==> src/rtl/border_pkg.sv <==
// Shared types and constants for the play-field border collision checker.
// The power-up bounds below must match the border generator's reset values
// so that leaving reset never looks like a bound change.
package border_pkg;

  localparam int BORDER_COORD_W  = 4;

  localparam int BORDER_XMAX_DEF = 14;
  localparam int BORDER_XMIN_DEF = 0;
  localparam int BORDER_YMAX_DEF = 10;
  localparam int BORDER_YMIN_DEF = 0;

  typedef enum logic [2:0] {
    IDLE,
    HEAD_CHK,
    SCAN_RD,
    SCAN_CMP,
    DONE
  } border_chk_state_t;

endpackage

==> src/rtl/border_cell_cmp.sv <==
// Point-versus-border collision test. The bound values are the wall cells
// themselves, so a cell sitting exactly on a bound counts as a hit.
module border_cell_cmp
  import border_pkg::*;
#(
  parameter int COORD_W = BORDER_COORD_W
) (
  input  logic [COORD_W-1:0] x_i,
  input  logic [COORD_W-1:0] y_i,
  input  logic [COORD_W-1:0] xmax_i,
  input  logic [COORD_W-1:0] xmin_i,
  input  logic [COORD_W-1:0] ymax_i,
  input  logic [COORD_W-1:0] ymin_i,
  output logic               hit_o
);

  // A cell collides when it is on or beyond any of the four walls (unsigned compare).
  always_comb begin
    hit_o = (x_i <= xmin_i) || (x_i >= xmax_i) || (y_i <= ymin_i) || (y_i >= ymax_i);
  end

endmodule

==> config.mk <==
export PLATFORM = sky130hd
export DESIGN_NAME = border_cell_cmp
export DESIGN_NICKNAME = d
export VERILOG_FILES = /design/src/rtl/border_pkg.sv /design/src/rtl/border_cell_cmp.sv
export SDC_FILE = /design/constraint.sdc
export NUM_CORES = 1
export LEC_CHECK = 0
export ABC_AREA = 1
export BUFFER_PORTS_ARGS = -buffer_cell sky130_fd_sc_hd__buf_4
export CAP_MARGIN = 20
export CORE_AREA = 10 10 47 49
export DETAILED_ROUTE_END_ITERATION = 6
export DIE_AREA = 0 0 57 59
export PLACE_DENSITY = 0.66
export SETUP_SLACK_MARGIN = 0.15
export SLEW_MARGIN = 20
export SYNTH_ARGS = -nofsm -noshare
export SYNTH_HDL_FRONTEND = slang
export SYNTH_SLANG_ARGS = --single-unit
==> constraint.sdc <==
create_clock -name vclk -period 0.8
set_input_delay 0.04 -clock vclk [all_inputs]
set_output_delay 0.04 -clock vclk [all_outputs]
set_load 0.05 [all_outputs]
# Yosys cells after proc, flatten, opt, wreduce, memory -nomap -nowiden

Index checks and enable logic that the tools add are counted.

Magnitude comparators: 4
Reduce and logical (&&, ||, !) cells: 3

Operators with widths:

| operator                          | count |
|---|---|
| 4-bit greater-or-equal comparator | 2 |
| 4-bit <= comparator               | 2 |
| 1-bit logical OR                  | 3 |

Register bits: 0
Bits of input ports: 24
Output and inout bits: 1
Logic and storage cells: 7

# Logic depth before layout (Yosys ltp)

Depth after elaboration: 4
Mapped depth: 10

# Worst setup path before layout

OpenSTA, ideal clock, no wires.

Path type: input port to output port
Start point: input port y_i[0]
End point: output port hit_o
Arrival: 1.047 ns
Required time: 0.760 ns
Path slack: -0.287 ns
Stages: 8
Buffers on the path: 0
Path through: inv_1 ha_1 nand2_1 inv_1 nand2_1 nand3_1 nor2_1 nand3_1

Cells in the longest elaborated chain, start to end: 3
Elaborated cells on any way between the ends: 4

Ends and longest elaborated chain:

| item                 | RTL line              | RTL |
|---|---|---|
| from (decl)          | border_cell_cmp.sv:9  | `input logic [COORD_W-1:0] y_i,` |
| 4-bit <= comparator  | border_cell_cmp.sv:19 | `hit_o = (x_i <= xmin_i) \|\| (x_i >= xmax_i) \|\| (y_i <= ymin_i) \|\| (y_i >= ymax_i);` |
| 1-bit logical OR     | border_cell_cmp.sv:19 |  |
| 1-bit logical OR (*) | border_cell_cmp.sv:19 |  |
| to (decl)            | border_cell_cmp.sv:14 | `output logic hit_o` |

Every way passes the cells marked *; elsewhere a longest branch is shown, timed or not.

# Worst setup path in the final report

Start point: input port x_i[3]
End point: output port hit_o

Cells in the longest elaborated chain, start to end: 4
Elaborated cells on any way between the ends: 5

Ends and longest elaborated chain:

| item                                                                            | RTL line              | RTL |
|---|---|---|
| from (decl)                                                                     | border_cell_cmp.sv:8  | `input logic [COORD_W-1:0] x_i,` |
| 4-bit <= comparator / 4-bit greater-or-equal comparator (equally long branches) | border_cell_cmp.sv:19 |  |
| 1-bit logical OR (*) (3 in a row)                                               | border_cell_cmp.sv:19 |  |

Marks and branches as above.

==> impl_metrics.ini <==
[cts]
cts_setup_buffers = 0
cts_hold_buf = 0

[critical_path]
cp_data_arrival_time_ns = 0.99
worstSetupPathType = input port to output port
worstPathRequired_ns = 0.76
cp-start-kind = input port
endpoint_kind = output port
crit_end = hit_o
path_max_fanout = 2
crit_start = x_i[3]

[floorplanning]
die_area_um2 = 3360
coreArea_um2 = 1400
dieHeight_um = 59
start_util = 0.321
std_cell_rows = 14
dieWidth_um = 57
io_pins = 25

[synth]
synth_cell_types = 7
synth_top_family_by_area = adder cells
syn_nets = 121
synth_mux_area_frac = 0
synth-compound-area-share = 0.0223
synth_top_area_share = 0.446
synth_adder_area_share = 0.446
netlist_area_um2 = 449
seq_area_frac_synth = 0
synth_area_leaders = ha_1, inv_1, nand2_1
yosys.area_share.simple = 0.273
synth_xor_xnor_area_share = 0
synth_cells = 81
yosysTopAreaCell = ha_1
yosys_warnings = 0
synth_area_per_cell_um2 = 5.55

[route]
wirelength_met1_um = 420
wl_met3_um = 83
drc = 0
wl_met2_um = 704
wirelength_um = 1210
drt_iter0_drc = 2
vias_per_cell = 4.24
dr.max_layer_used = met3
vias = 517
wl_per_cell_um = 9.90
antenna_left = 0
drt_first_pass_iters = 2

[global_routing]
grtUsageTotal = 0.0737
gr-total-overflow = 0
grt_max_degree = 3
grt_pass1_wl_um = 2180
antenna_found_initial = 0
grt_pass1_vias = 550

[cells_and_area]
antenna_cells = 0
drive_gt1_frac = 0.632
area_growth_pct = 115
regArea_um2 = 0
nets = 148
n_clock_buffer = 0
seq_cells = 0
finalNonFillerCells = 122
fin_util = 0.689
fin_area_um2 = 966

[sta]
worst_slew_pin_slew_ns = 0.149
slew_viol_final = 0
finalCritPeriodShare = 1.29
layout_min_cycle_time_ns = 1.03
fin_ws_ns = -0.229
max_freq_mhz = 972
rsz0062_at_grt = true
relSlewSlack = 0.901
hold_viol = 0
setup_viol = 1

[power_and_ir_drop]
powerDensity_nw_per_um2 = 528
ir_worst_vdd_uv = 246
leakage_uw = 0.000503

[placement]
place_area_um2 = 850
dp_cells = 122
dpl.hpwl_um = 1090
place_congestion = 0.679
port_buffers = 25

[hold_path]
worst_hold_path_type = input port to output port

[run_status]
violations = negative setup slack
status = complete, but fails checks

[run]
drv_cap = 0
==> area by class of cell <==
| class | instances | area [um^2] |
|---|---|---|
| Fill cell | 136 | 435 |
| Inverter | 31 | 158 |
| Multi-Input combinational cell | 50 | 537 |
| Tap cell | 16 | 20.0 |
| Timing Repair Buffer | 25 | 251 |
==> placed cells by master, fill, tap and decap left out <==
master	instances
a21oi_1	1
a21oi_2	1
buf_4	11
buf_6	11
buf_8	3
clkinv_2	1
ha_1	4
ha_4	12
inv_1	15
inv_12	1
inv_2	7
inv_4	4
inv_6	2
inv_8	1
nand2_1	19
nand2_2	9
nand3_2	1
nand3_4	1
nor2_2	1
nor2_4	1
==> power by group <==
| part | internal [uW] | switching, uW | total, uW |
|---|---|---|---|
| clock | 0 | 0 | 0 |
| sequential | 0 | 0 | 0 |
| combinational | 273 | 237 | 510 |
==> per-stage QoR <==
step	setup TNS [ns]	worst slack, ns	power [uW]	hold slack [ns]
after floorplan	-0.0211	-0.0211	248	0.417
after global placement	-0.297	-0.297	416	0.640
after detailed placement	-0.305	-0.305	426	0.633
after CTS	-0.231	-0.231	511	0.562
after global routing	-0.289	-0.289	582	0.576
final	-0.229	-0.229	510	0.542
==> kinds of logic after synthesis <==
family | Yosys count
AO/OA/AOI/OAI | 2
adder cells (fa/ha/maj) | 16
buffers and inverters | 31
AND/OR/NAND/NOR | 32
==> how the worst min path moves through the flow <==
stage          slack, ns    end  cells past startpoint    from
2_1_floorplan       0.42  hit_o                      3  y_i[3]
3_3_place_gp        0.64  hit_o                      5  y_i[3]
3_5_place_dp        0.63  hit_o                      5  y_i[3]
4_1_cts             0.56  hit_o                      5  y_i[3]
5_1_grt             0.58  hit_o                      5  y_i[3]
6_report            0.54  hit_o                      5  y_i[3]
==> what timing repair did <==
item | 4_1_cts | 5_1_grt
gates resized for setup | 33 | 4
pin swaps | 19 | 5
endpoints found under the setup margin | 1 | 1
==> routing by layer <==
layer / global-route usage / vias to the layer above
met1: 0.0718 / 221
met3: 0.0129 / 0
met4: 0 / 0
met5: 0 / -
met2: 0.161 / 12
li1: - / 284
==> Yosys cell counts <==
cell type	count
nor2_1	2
nand2_1	28
inv_1	30
a21oi_1	2
clkinv_1	1
ha_1	16
nand3_1	2
==> worst max-delay path: stages <==
cell	delay, ns
buf_8	0.10
ha_4	0.23
nand2_1	0.06
nand2_1	0.07
clkinv_2	0.05
nand3_2	0.08
nor2_4	0.13
nand3_4	0.08
buf_8	0.15
No activity file was read; power rests on OpenSTA's default activity.
